$ cat src/rtl/enc_pkg.sv
// rtl/enc_pkg.sv - shared constants and FSM state type for req_encoder8
package enc_pkg;

  localparam int N     = 8;
  localparam int IDX_W = 3;

  typedef enum logic {
    IDLE = 1'b0,
    HOLD = 1'b1
  } state_t;

endpackage

$ cat src/rtl/req_encoder8_if.sv
// rtl/req_encoder8_if.sv - request capture and index handshake bundle
interface req_encoder8_if;

  logic                      en;
  logic [enc_pkg::N-1:0]     req;
  logic                      ready;
  logic                      valid;
  logic [enc_pkg::IDX_W-1:0] idx;
  logic [enc_pkg::N-1:0]     pending;
  logic                      overflow;
  logic                      busy;

  modport master (
    input  en, req, ready,
    output valid, idx, pending, overflow, busy
  );

  modport slave (
    output en, req, ready,
    input  valid, idx, pending, overflow, busy
  );

endinterface

$ cat src/rtl/pri_enc8to3.sv
// rtl/pri_enc8to3.sv - combinational 8-to-3 priority encoder, bit 7 highest
module pri_enc8to3
  import enc_pkg::*;
(
  input  logic [N-1:0]     vec,
  output logic [IDX_W-1:0] idx,
  output logic             any
);

  // Ascending scan so the last (highest) set bit overwrites lower ones.
  always_comb begin
    idx = '0;
    any = |vec;
    for (int i = 0; i < N; i++) begin
      if (vec[i]) idx = IDX_W'(i);
    end
  end

endmodule

$ cat src/rtl/req_encoder8.sv
// rtl/req_encoder8.sv - buffered priority encoder draining pending requests as an index stream
module req_encoder8
  import enc_pkg::*;
(
  input  logic            clk,
  input  logic            rst_n,
  req_encoder8_if.master  bus
);

  state_t           state;
  state_t           state_next;
  logic [N-1:0]     pending_q;
  logic [N-1:0]     pending_next;
  logic [N-1:0]     served;
  logic [N-1:0]     req_g;
  logic [N-1:0]     cand;
  logic [IDX_W-1:0] idx_q;
  logic [IDX_W-1:0] enc_idx;
  logic             enc_any;
  logic             overflow_q;
  logic             busy_q;
  logic             valid;
  logic             load;

  always_comb begin
    served       = (valid && bus.ready) ? (N'(1) << idx_q) : '0;
    req_g        = bus.en ? bus.req : '0;
    cand         = pending_q & ~served;
    // A bit set in the same cycle it is served survives as a fresh request.
    pending_next = cand | req_g;
  end

  pri_enc8to3 u_pri (
    .vec (cand),
    .idx (enc_idx),
    .any (enc_any)
  );

  always_ff @(posedge clk or negedge rst_n) begin
    if (!rst_n) begin
      state <= IDLE;
    end else begin
      state <= state_next;
    end
  end

  always_comb begin
    state_next = state;
    if (load) begin
      state_next = enc_any ? HOLD : IDLE;
    end
  end

  // A held index is never preempted; it only moves on acceptance.
  always_comb begin
    valid = (state == HOLD);
    load  = (state == IDLE) || bus.ready;
  end

  always_ff @(posedge clk or negedge rst_n) begin
    if (!rst_n) begin
      pending_q  <= '0;
      busy_q     <= 1'b0;
      overflow_q <= 1'b0;
      idx_q      <= '0;
    end else begin
      pending_q  <= pending_next;
      busy_q     <= |pending_next;
      overflow_q <= |(req_g & cand);
      if (load && enc_any) begin
        idx_q <= enc_idx;
      end
    end
  end

  assign bus.valid    = valid;
  assign bus.idx      = idx_q;
  assign bus.pending  = pending_q;
  assign bus.overflow = overflow_q;
  assign bus.busy     = busy_q;

endmodule
$ cat src/flat_wrapper.sv
// flat-port wrapper written by rule: the top's interface ports become plain ports
module req_encoder8_flat import enc_pkg::*;
  (clk, rst_n, bus_en, bus_req, bus_ready, bus_valid, bus_idx, bus_pending, bus_overflow, bus_busy);
  req_encoder8_if bus_i ();
  input  logic clk;
  input  logic rst_n;
  input wire logic [$bits(bus_i.en)-1:0] bus_en;
  input wire logic [$bits(bus_i.req)-1:0] bus_req;
  input wire logic [$bits(bus_i.ready)-1:0] bus_ready;
  output wire logic [$bits(bus_i.valid)-1:0] bus_valid;
  output wire logic [$bits(bus_i.idx)-1:0] bus_idx;
  output wire logic [$bits(bus_i.pending)-1:0] bus_pending;
  output wire logic [$bits(bus_i.overflow)-1:0] bus_overflow;
  output wire logic [$bits(bus_i.busy)-1:0] bus_busy;
  assign bus_i.en = bus_en;
  assign bus_i.req = bus_req;
  assign bus_i.ready = bus_ready;
  assign bus_valid = bus_i.valid;
  assign bus_idx = bus_i.idx;
  assign bus_pending = bus_i.pending;
  assign bus_overflow = bus_i.overflow;
  assign bus_busy = bus_i.busy;
  req_encoder8 u_core (.clk(clk), .rst_n(rst_n), .bus(bus_i));
endmodule
$ cat config.mk
export PLATFORM = sky130hd
export DESIGN_NAME = req_encoder8_flat
export DESIGN_NICKNAME = d
export VERILOG_FILES = /design/src/rtl/enc_pkg.sv /design/src/rtl/req_encoder8_if.sv /design/src/rtl/pri_enc8to3.sv /design/src/rtl/req_encoder8.sv /design/src/flat_wrapper.sv
export SDC_FILE = /design/constraint.sdc
export NUM_CORES = 1
export LEC_CHECK = 0
export BUFFER_PORTS_ARGS = -buffer_cell sky130_fd_sc_hd__buf_2
export CORE_MARGIN = 4
export CORE_UTILIZATION = 45
export CTS_BUF_LIST = sky130_fd_sc_hd__clkbuf_8
export CTS_CLUSTER_DIAMETER = 100
export DETAILED_ROUTE_END_ITERATION = 10
export PLACE_DENSITY = 0.79
export SETUP_SLACK_MARGIN = 0.02
export SLEW_MARGIN = 10
export SYNTH_ARGS = -nofsm -noshare
export SYNTH_HDL_FRONTEND = slang
export SYNTH_HIERARCHICAL = 1
export SYNTH_SLANG_ARGS = --single-unit
export TNS_END_PERCENT = 50
$ cat constraint.sdc
create_clock -name clk -period 1.6 [get_ports clk]
set_input_delay 0.08 -clock clk [delete_from_list [all_inputs] [get_ports clk]]
set_output_delay 0.08 -clock clk [all_outputs]
set_load 0.02 [all_outputs]
==> results by group <==
Synthesis
  – Sequential-to-total area share from yosys stat: between 40% and 50%
  – Post-Synth XOR/XNOR Area: 0%
  – Share of Yosys cell area claimed by the top area cell type: 46.1%
  – Mapped Area: approximately 760 um2
  – Synth warn: 6
  – Cell count after synthesis: 81
  – Compound-gate portion of the synthesized area: between 20% and 30%
  – Top cells by count, synth: 17 x nand2_1, 14 x dfrtp_1, 8 x inv_1
  – Post-synth EDFFs: 0
  – Synth Area in Adders: 0%
  – Largest family of logic cells by synthesized area: compound AO/OA/AOI/OAI gates
  – Simple-Gate Fraction of Synth Area: between 20% and 30%
  – Post-synth top area cell: dfrtp_1
  – Cell with the most instances after synthesis: nand2_1
  – Post-synthesis average cell area: approximately 9.4 um2
  – Count of different cell masters after synthesis: 28
  – Synth area leaders: dfrtp_1 46%, nand2_1 8.4%, mux2_2 4.4%
  – Syn_nets: between 90 and 100
  – Async set or reset register ratio after synthesis: 100%
  – Mux cell area share after synthesis: under 10%
  – Post-synth top flop: dfrtp_1
  – Yosys reg bits: 14

Timing
  – Skew final: between 0.3 and 0.4 ps
  – Worst slew pin tran: approximately 390 ps
  – RSZ-0062 raised after global routing: true
  – Max_slew headroom: approximately 74%
  – Fin. Hold Viols: 0
  – Final worst-path setup slack: -300 ps
  – Slew Limit Fails: 0
  – Fmax: approximately 530 MHz
  – Hold slack: a little under 80 ps
  – Final Cycle Share: 119%
  – Min Tclk post-route: approximately 1900 ps
  – Setup violations, final: 6

Floorplan
  – Starting Density: between 40% and 50%
  – IO Pins: 26
  – DIE HEIGHT: ~49 um
  – Die X: between 40 and 50 um
  – FP Rows: 14
  – Core area: 1560 um2
  – Die area: 2410 um2

Setup path
  – CP max stage cell: dfrtp_2
  – Max incr delay on CP: 420 ps
  – Cell chain of the critical path: nand3b_1, buf_6, o31ai_4, inv_1, nor2_1, nand4_1, nand2_2, mux2_2
  – CP startpoint kind: flip-flop
  – Worst Path Required: 1730 ps
  – Setup crit end kind: flip-flop
  – Crit Path Category: flip-flop to flip-flop
  – Worst-path maximum fanout: 5
  – Worst path arrival time: between 2000 and 2500 ps

GRT
  – GRT Total Usage: 21.1%
  – Final global-route overflow total: 0
  – Initial antenna violation count: 0
  – Largest net degree at the start of global routing: 15
  – First-pass GRT wire length: just under 4000 um
  – Via count of the first global-routing pass: 870

Cells and area
  – Layout cells sized above 1: a little over half
  – Number of antenna diodes: 0
  – Area Growth Syn to Fin: 56.5%
  – Layout Nets: 148
  – FILL cells: between 100 and 150

Place
  – Hpwl dp: about 1800 um
  – Post-Place Worst Slack: -371 ps
  – Port Buffers: 25
  – Final estimated routing congestion in global placement: 0.951

Power
  – Internal Power: between 1 and 1.5 mW
  – IR drop worst, VDD: just under 1000 uV
  – Pwr Density: 1510 nW/um2
  – Clk pwr share: 19.5%
  – Switch Pwr: around 0.7 mW
  – Comb pwr share: about 53%
  – Register share of total power: a little over a quarter
  – Sw frac: 39.2%
  – Leak pwr: roughly 0.53 nW

CTS
  – CTS Buf Count: 3
  – CTS tree: yes
  – Worst-case clock buffer depth: 2
  – Worst-skew pair later-pin latency: about 250 ps
  – Clk root buf: clkbuf_8
  – Worst-path clk slew: approximately 60 ps
  – Htree depth: 1
  – Clock Sink Count: 14

Min path
  – Min-delay worst type: input port to flip-flop

Flow run
  – Max cap viols: 0

Detailed routing
  – DRT iter0 DRCs: between 40 and 50
  – Routed wire length: around 2500 um
  – Antenna-violating nets left: 0
  – Initial DRT Pass Iterations: 5
  – Via Count: 854
  – DR vias/cell: between 5 and 6
  – Drt drc: 0
  – WL per Instance: 16.3 um

Run status
  – Status: finished with violations
  – Failing checks: negative setup slack
==> layout by cell type, fill, tap and decap left out, types with 2 or more instances in the layout <==
cell type / netlist / final
mux2_2: 3 / 2
buf_4: 1 / 24
nand2b_1: 4 / 3
dfrtp_1: 14 / 11
inv_2: 2 / 3
o211ai_1: 2 / 2
dfrtp_2: 0 / 3
inv_1: 8 / 7
nand2_1: 17 / 16
nor2_1: 4 / 3
o21ai_1: 4 / 4
clkbuf_8: 0 / 4
o31a_1: 2 / 2
buf_2: 0 / 25
nand4_1: 3 / 3
==> state kept, by name, summed over array words and instances (netlist names) <==
register and count:
u_core/bus.pending 8, u_core/bus.overflow 1, u_core/bus.valid 1, u_core/bus.busy 1, u_core/bus.idx 3
==> per-stage QoR <==
step	utilization [%]	instances	instance area [um2]	total power, mW	TNS (ps)
after CTS	75.8	151	1180	1.76	-924
after detailed placement	69.0	143	1080	1.37	-1600
after global placement	69.0	143	1080	1.34	-1200
after floorplan	-	81	773	0.914	-770
after global routing	76.2	151	1190	1.89	-1870
final	76.2	151	1190	1.79	-1340
==> layer usage <==
metal | up-vias | part of all wire [%] | routed length, um | GRT usage [%]
met5 | - | 0 | 0 | 0
met4 | 0 | 1.0 | 25 | 9.48
met3 | 4 | 9.8 | 241 | 7.95
met2 | 52 | 48 | 1180 | 33.5
met1 | 403 | 41 | 1010 | 25.0
li1 | 395 | - | - | -
==> power by group through the flow <==
| stage | Combinational, mW | Sequential [mW] | Clock, mW |
|---|---|---|---|
| 2_1_floorplan | 0.325 | 0.588 | 0 |
| 3_3_place_gp | 0.852 | 0.486 | 0 |
| 3_5_place_dp | 0.881 | 0.486 | 0 |
| 4_1_cts | 0.923 | 0.480 | 0.355 |
| 5_1_grt | 1.01 | 0.496 | 0.384 |
| 6_report | 0.956 | 0.489 | 0.349 |
==> path summary, 6_finish.rpt <==
check / start / end / slack (ps) / cells past startpoint
max in group asynchronous: rst_n / u_core/bus.valid / 1070 / 2
min in group asynchronous: rst_n / u_core/bus.pending[5] / 270 / 2
worst min-delay path: bus_req[1] / u_core/bus.pending[1] / 80 / 3
worst max register to register: u_core/bus.idx[1] / u_core/bus.idx[1] / -300 / 8
worst min register to register: u_core/bus.valid / u_core/bus.valid / 610 / 2
worst max-delay path: u_core/bus.idx[1] / u_core/bus.idx[1] / -300 / 8
==> cell type report <==
class / instances / area [um2] / share of cell area, %
Timing Repair Buffer: 51 / 327 / 27.5
Multi-Input combinational cell: 56 / 395 / 33.3
Inverter: 10 / 37.5 / 3.16
Sequential cell: 14 / 354 / 29.8
Clock buffer: 4 / 55.1 / 4.63
Tap cell: 16 / 20.0 / 1.68
==> cells by family (layout without fill, tap and decap cells) <==
kind of cell,count (synthesis),count (layout)
AO/OA/AOI/OAI,21,21
buffers and inverters,11,65
flip-flops,14,14
multiplexers,3,3
AND/OR/NAND/NOR,32,32
==> critical path: cells and delay by family, from the launching register on <==
kind / cells / cell delay [ps]
flops: 1 / 420
simple gates: 4 / 590
compound gates: 1 / 180
buf+inv: 2 / 240
mux: 1 / 350
==> what timing repair did <==
item	in CTS	in global routing
hold endpoints to repair	14	0
hold buffers	1	0
gates cloned	0	0
resized for setup	4	1
setup endpoints to repair	6	6
buffers inserted	3	0
pin swaps	1	0
Note: power is estimated with default switching activity, not from simulation.
